--- src/rtl/logic_unit_arbiter.sv ---
// Round-robin arbiter/sequencer sharing one k-bit AND/OR/XOR/pass unit among four requesters.
// Optional illegal-opcode flag port res_err is enabled by defining LOGIC_ARB_ERR_EN.
module logic_unit_arbiter #(
  parameter int k = 8
) (
  input  logic           clk,
  input  logic           rst,
  input  logic [3:0]     req,
  input  logic [11:0]    op,
  input  logic [4*k-1:0] a_in,
  input  logic [4*k-1:0] b_in,
  output logic [3:0]     grant,
  output logic           res_valid,
  input  logic           res_ready,
  output logic [k-1:0]   res_data,
  output logic [1:0]     res_id
`ifdef LOGIC_ARB_ERR_EN
  ,
  output logic           res_err
`endif
);

  typedef enum logic [1:0] {
    IDLE = 2'd0,
    EXEC = 2'd1,
    HOLD = 2'd2
  } state_t;

  state_t         state_r;
  state_t         state_s;
  logic [1:0]     ptr_r;
  logic [2:0]     op_r;
  logic [k-1:0]   a_r;
  logic [k-1:0]   b_r;
  logic [1:0]     id_r;
  logic [2:0]     pick_s;
  logic           win_ok_s;
  logic [1:0]     win_s;
  logic [2:0]     op_a_s [4];
  logic [k-1:0]   a_a_s  [4];
  logic [k-1:0]   b_a_s  [4];
  logic [k-1:0]   src_s  [8];
  logic [7:0]     sel_s;
  logic [k-1:0]   mux_s;

  // First requesting index at or after p; upper bit flags that one was found.
  function automatic logic [2:0] rr_pick(input logic [3:0] r, input logic [1:0] p);
    logic [2:0] pick;
    logic [1:0] idx;
    pick = 3'b000;
    for (int i = 3; i >= 0; i--) begin
      idx  = p + 2'(i);
      pick = r[idx] ? {1'b1, idx} : pick;
    end
    return pick;
  endfunction

  // Unpack the per-requester opcode and operand fields.
  always_comb begin
    for (int i = 0; i < 4; i++) begin
      op_a_s[i] = op[3*i +: 3];
      a_a_s[i]  = a_in[k*i +: k];
      b_a_s[i]  = b_in[k*i +: k];
    end
  end

  // Round-robin winner selection.
  always_comb begin
    pick_s   = rr_pick(req, ptr_r);
    win_ok_s = pick_s[2];
    win_s    = pick_s[1:0];
  end

  // One-hot result select; sources 5-7 stay zero so illegal opcodes yield zero.
  always_comb begin
    sel_s    = 8'b0000_0001 << op_r;
    src_s[0] = a_r & b_r;
    src_s[1] = a_r | b_r;
    src_s[2] = a_r ^ b_r;
    src_s[3] = a_r;
    src_s[4] = b_r;
    src_s[5] = {k{1'b0}};
    src_s[6] = {k{1'b0}};
    src_s[7] = {k{1'b0}};
    mux_s    = {k{1'b0}};
    for (int j = 0; j < 8; j++) begin
      mux_s = mux_s | ({k{sel_s[j]}} & src_s[j]);
    end
  end

  // Next-state logic.
  always_comb begin
    state_s = state_r;
    case (state_r)
      IDLE: begin
        if (win_ok_s) state_s = EXEC;
        else          state_s = IDLE;
      end
      EXEC: state_s = HOLD;
      HOLD: begin
        if (res_ready) state_s = IDLE;
        else           state_s = HOLD;
      end
      default: state_s = IDLE;
    endcase
  end

  // State register.
  always_ff @(posedge clk) begin
    if (rst) state_r <= IDLE;
    else     state_r <= state_s;
  end

  // Capture, grant pulse, pointer update and registered result.
  always_ff @(posedge clk) begin
    if (rst) begin
      ptr_r     <= 2'd0;
      grant     <= 4'b0000;
      op_r      <= 3'b000;
      a_r       <= {k{1'b0}};
      b_r       <= {k{1'b0}};
      id_r      <= 2'd0;
      res_valid <= 1'b0;
      res_data  <= {k{1'b0}};
      res_id    <= 2'd0;
`ifdef LOGIC_ARB_ERR_EN
      res_err   <= 1'b0;
`endif
    end else begin
      grant <= 4'b0000;
      if (state_r == IDLE && win_ok_s) begin
        grant <= 4'b0001 << win_s;
        op_r  <= op_a_s[win_s];
        a_r   <= a_a_s[win_s];
        b_r   <= b_a_s[win_s];
        id_r  <= win_s;
        ptr_r <= win_s + 2'd1;
      end
      if (state_r == EXEC) begin
        res_valid <= 1'b1;
        res_data  <= mux_s;
        res_id    <= id_r;
`ifdef LOGIC_ARB_ERR_EN
        res_err   <= (op_r > 3'd4);
`endif
      end
      if (state_r == HOLD && res_ready) begin
        res_valid <= 1'b0;
      end
    end
  end

endmodule

--- config.mk ---
export PLATFORM = sky130hd
export DESIGN_NAME = logic_unit_arbiter
export DESIGN_NICKNAME = d
export VERILOG_FILES = /design/src/rtl/logic_unit_arbiter.sv
export SDC_FILE = /design/constraint.sdc
export NUM_CORES = 1
export LEC_CHECK = 0
export CORE_ASPECT_RATIO = 1.2
export CORE_MARGIN = 10
export CORE_UTILIZATION = 26
export DETAILED_ROUTE_END_ITERATION = 8
export GPL_TIMING_DRIVEN = 0
export PLACE_DENSITY = 0.5
export RECOVER_POWER = 50
export SYNTH_ARGS = -nofsm -noshare
export SYNTH_HDL_FRONTEND = slang
export SYNTH_SLANG_ARGS = --single-unit
--- constraint.sdc ---
create_clock -name clk -period 2.9 [get_ports clk]
set_input_delay 0.58 -clock clk [delete_from_list [all_inputs] [get_ports clk]]
set_output_delay 0.58 -clock clk [all_outputs]
set_load 0.01 [all_outputs]
# == Yosys cells after proc, flatten, opt, wreduce, memory -nomap -nowiden ==
# Index checks and enable logic that the tools add are counted.
# word_totals
inputBits,83
ff_bits,40
elab_cells,66
# classes
eq_ne,2
reduce_logical,5
n_lt_le_gt_ge,5
n_addsub,4
muxes,24
bitwise,14
shifts,2
# op_table
op,count
$and A8 B8 Y8,6
$or A8 B8 Y8,5
$bmux W8 S2,2
$mux W8,4
$mux W3,6
$lt A2 B3 Y1 const B,4
$bmux W1 S2,4
$xor A8 B8 Y8,1
$bmux W3 S2,1
$pmux W2 S3,1
$mux W1,5
$shl A1 B3 Y5 const A,1
$add A2 B1 Y2 const B,2
$add A2 B2 Y2 const B,2
$reduce_or A2 Y1,2
$shl A1 B2 Y4 const A,1
$ge A3 B3 Y1 const B,1
$not A2 Y3,1
$eq A2 B1 Y1 const B,1
$eq A2 B2 Y1 const B,1
$logic_and A1 B1 Y1,2
$logic_not A2 Y1,1
$mux W2,1
$not A1 Y1,1

# == Depth between registers and ports, before layout ==
# logic_depth
depth_word,11
mapped_depth,7
mapped_depth_nobuf,7

# == Least setup slack after synthesis ==
# Ideal clock, no wire load.
# synth_path
path_kind,input port to flip-flop
from,input port req[0]
to,register a_r[0]
path_buffers,2
setup_time_ps,133
t_arrival_ps,1600
setup_slack_ps,1167
stages,7
path_cell_list,a21o_1 -> a21oi_1 -> o22a_1 -> buf_6 -> buf_6 -> mux2i_1 -> o221ai_1
# synth_between
elab_chain_len,10
elab_cells_between_ends,17
classes_between,mux: 15; bitwise: 1; reduce/logical: 1
# synth_rtl
element,line,rtl
from (decl),8,"input logic [3:0] req,"
$bmux W1 S2,53,"pick = r[idx] ? {1'b1, idx} : pick;"
$mux W1 (implied by the code),53,
$mux W3 (3 in series),53,
$mux W3 (*),53,
$not A2 Y3 (implied by the code),134,a_r <= a_a_s[win_s];
$bmux W8 S2,134,
$mux W8 (implied by the code) (2 in series),134,
to (signal assigned),120,a_r <= {k{1'b0}};
to (signal assigned),134,
to (decl),33,logic [k-1:0] a_r;
# Every way passes the cells marked *; elsewhere a longest branch is shown, timed or not. The select of a mux whose other input is x is not followed.
# A chain may end at the register's enable or synchronous reset.

# == Worst setup path after layout ==
# layout_path
from,input port req[3]
to,register a_r[4]
# Same word-level chain as after synthesis.

==> results.md <==
- Hold violation count in the final report: 0
- Most common cell after layout, fill and taps aside: clkdlybuf4s50_1
- Unrepaired setup endpoints after global routing: false
- Num ports: 98
- Post-synth net total: 375
- Die height: 127 um
- #FFs+latches synth: 40
- Avg Synthesized Cell Area: 9.06 um^2
- Max H-tree Level: 2
- Maximum vdd drop: 0.000246 V
- Layout cells sized above 1: 6.84%
- Iteration-0 DRC Markers: 65
- Initial antenna violation count: 0
- Largest family of logic cells by synthesized area: compound AO/OA/AOI/OAI gates
- Sinks on Clock Net: 40
- Setup_tns: 0 ps
- YS warnings: 0
- Die width: 110 um
- Tightest Hold Check Type: reg -> reg
- Wire per inst: 15.7 um
- Post-synthesis mux area share: 16.8%
- Sequential share of the synthesized area: 32.0%
- Worst-path maximum fanout: 10
- Final global-route overflow total: 0
- Synth Area in Compound Gates: 19.9%
- Mapped Area: 2500 um^2
- Req. time, crit path: 3100 ps
- Clock skew: 3.73 ps
- I/O Buffers: 96
- Area share of fa/ha/maj cells after synthesis: 8.01%
- Yosys cell types: 29
- Cell Chain, Critical Path: clkdlybuf4s50_1, nor4_1, nor3_4, nor2_4, buf_2, nand2_1, o221ai_1
- CTS buffer count: 5
- Vias: 2,327
- Minimum clock period: 2430 ps
- Syn Inst Count: 276
- Final Wtd Congestion: 0.768
- CP max stage delay: 720 ps
- DRC: 0
- Final period utilization: 83.8%
- Simple-Gate Fraction of Synth Area: 14.0%
- Clk buf depth: 2
- Register area: 801 um^2
- Pin count of the biggest net entering global routing: 13
- GRT Total Usage: 11.5%
- Post_cts resized: 0
- Die footprint: 14,000 um^2
- Power per cell area: 546 nW/um^2
- # hold bufs at CTS: 0
- Placed insts: 495
- Core Util, Final: 39.6%
- FMAX: 412 MHz
- Root Driver: clkbuf_16
- Syn-to-layout area delta: 50.1%
- Commonest cells after routing, fill and taps aside: clkdlybuf4s50_1, mux2i_1, dfxtp_1
- Multi-input logic area: 1460 um^2
- Number of global-route vias before repair: 2,546
- Cell family with most CP delay: simple AND/OR/NAND/NOR gates
- Startpoint types: input pin
- WS Path Type: in -> reg
- Initial core utilization: 26.4%
- Post-synthesis xor/xnor area fraction: 0.350%
- Slowest stage cell, crit path: nor4_1
- Worst path arrival time: 2630 ps
- Post-DRT Antenna Nets: 0
- CTS tree: yes
- Max Slew Vio Count: 0
- First-pass GRT wire length: 12,900 um
- Final nets: 478
- Num rows: 39
- Hpwl dp: 6540 um
- Buf/Inv on CP: 2
- Worst skew pair latency: 280 ps
- Max cap viols: 0
- # diodes: 0
- Non-filler instance count after layout: 503
- Setup Viol. Count Final: 0
- Final WL: 7880 um
- Status: finished clean
- Leak: 1.50 nW
- Core region area: 9470 um^2
- Worst-Margin Slew: 1010 ps
- Drt first pass iters: 4
- Critical path endpoint category: flop
- Filler cells: 1,005
- DP Worst Slack: 376 ps
- Slew HR: 32.5%
- Post-CTS setup buffers: 0
- Vias per cell: 4.63
- Setup ws final: 471 ps
- Clk pin slew, worst setup/hold paths: 60 ps
[metal layers]
layer	wire [um]	share of wire (%)	track usage, %	vias to the layer above
li1	-	-	-	1194
met1	3180	40	12.9	1060
met2	4150	53	20.8	65
met3	501	6.4	3.42	8
met4	61	0.77	2.30	0
met5	0	0	0	-
[tightest hold or removal path, delay by kind of cell, from the launching register on]
kind | cells | cell delay, ps
AND/OR/NAND/NOR | 1 | 80
multiplexers | 1 | 70
flip-flops | 1 | 320
[through the flow]
| step | instance area, um^2 | hold WS (ps) | power, mW |
|---|---|---|---|
| 3_3_place_gp | 3610 | 475 | 1.51 |
| 4_1_cts | 3760 | 501 | 2.09 |
| 3_5_place_dp | 3610 | 490 | 1.53 |
| 2_1_floorplan | 2500 | 460 | 1.22 |
| 5_1_grt | 3750 | 513 | 2.20 |
| 6_report | 3750 | 498 | 2.05 |
[final timing paths]
kind              from          end  slack, ps  cells after the start
max             req[3]       a_r[4]        470                      7
min          res_id[0]    res_id[0]        500                      2
max reg2reg    op_r[1]  res_data[3]        710                      5
min reg2reg  res_id[0]    res_id[0]        500                      2
[Yosys cell counts]
cell type | number | area, um^2
buf_4 | 5 | 37.5
mux2i_1 | 42 | 420
nand3b_1 | 1 | 7.51
a21oi_1 | 18 | 90.1
buf_2 | 4 | 20.0
nor2_1 | 30 | 113
o22ai_1 | 1 | 6.26
o221ai_1 | 19 | 166
a211oi_2 | 2 | 25.0
nor3_4 | 1 | 16.3
xnor2_1 | 1 | 8.76
buf_1 | 1 | 3.75
dfxtp_1 | 40 | 801
buf_6 | 5 | 56.3
o22a_1 | 1 | 8.76
nor2b_1 | 10 | 62.6
inv_1 | 19 | 71.3
nor3b_2 | 1 | 12.5
nor4_2 | 2 | 25.0
nor2_4 | 1 | 11.3
a211oi_1 | 25 | 188
nand2_1 | 20 | 75.1
a21o_1 | 1 | 7.51
clkbuf_1 | 4 | 15.0
nand2b_1 | 3 | 18.8
o21ai_0 | 1 | 5.00
ha_1 | 16 | 200
nor3b_1 | 1 | 7.51
buf_12 | 1 | 20.0
[sequential cells by signal, indices dropped and copies added (netlist names)]
| signal | flops |
|---|---|
| res_id | 2 |
| ptr_r | 2 |
| b_r | 8 |
| res_data | 8 |
| a_r | 8 |
| op_r | 3 |
| id_r | 2 |
| grant | 4 |
| res_valid | 1 |
| state_r | 2 |
[cell type report]
type                    instances  area share, %
multi-input cells             197           39.0
clock buffers                   7           3.80
flip-flops and latches         40           21.3
plain buffers                  20           4.03
inverters                      19           1.90
repair buffers                 96           25.6
well taps                     123           4.10
clock inverters                 1          0.200
[kinds of logic (layout without fill, tap and decap cells)]
kind of cell	count (synthesis)	count (layout)
AO/OA/AOI/OAI	68	68
XOR/XNOR	1	1
adder cells (fa/ha/maj)	16	16
buffers and inverters	39	143
flip-flops	40	40
multiplexers	42	42
AND/OR/NAND/NOR	70	70
[power by group]
part           internal [mW]  total (mW)  leakage, nW  switching (mW)
Clock                  0.342       0.557       0.0701           0.214
Combinational          0.399       0.767         1.10           0.368
Sequential             0.638       0.723        0.330          0.0853
Total                   1.38        2.05         1.50           0.668
Note: power is estimated with default switching activity, not from simulation.
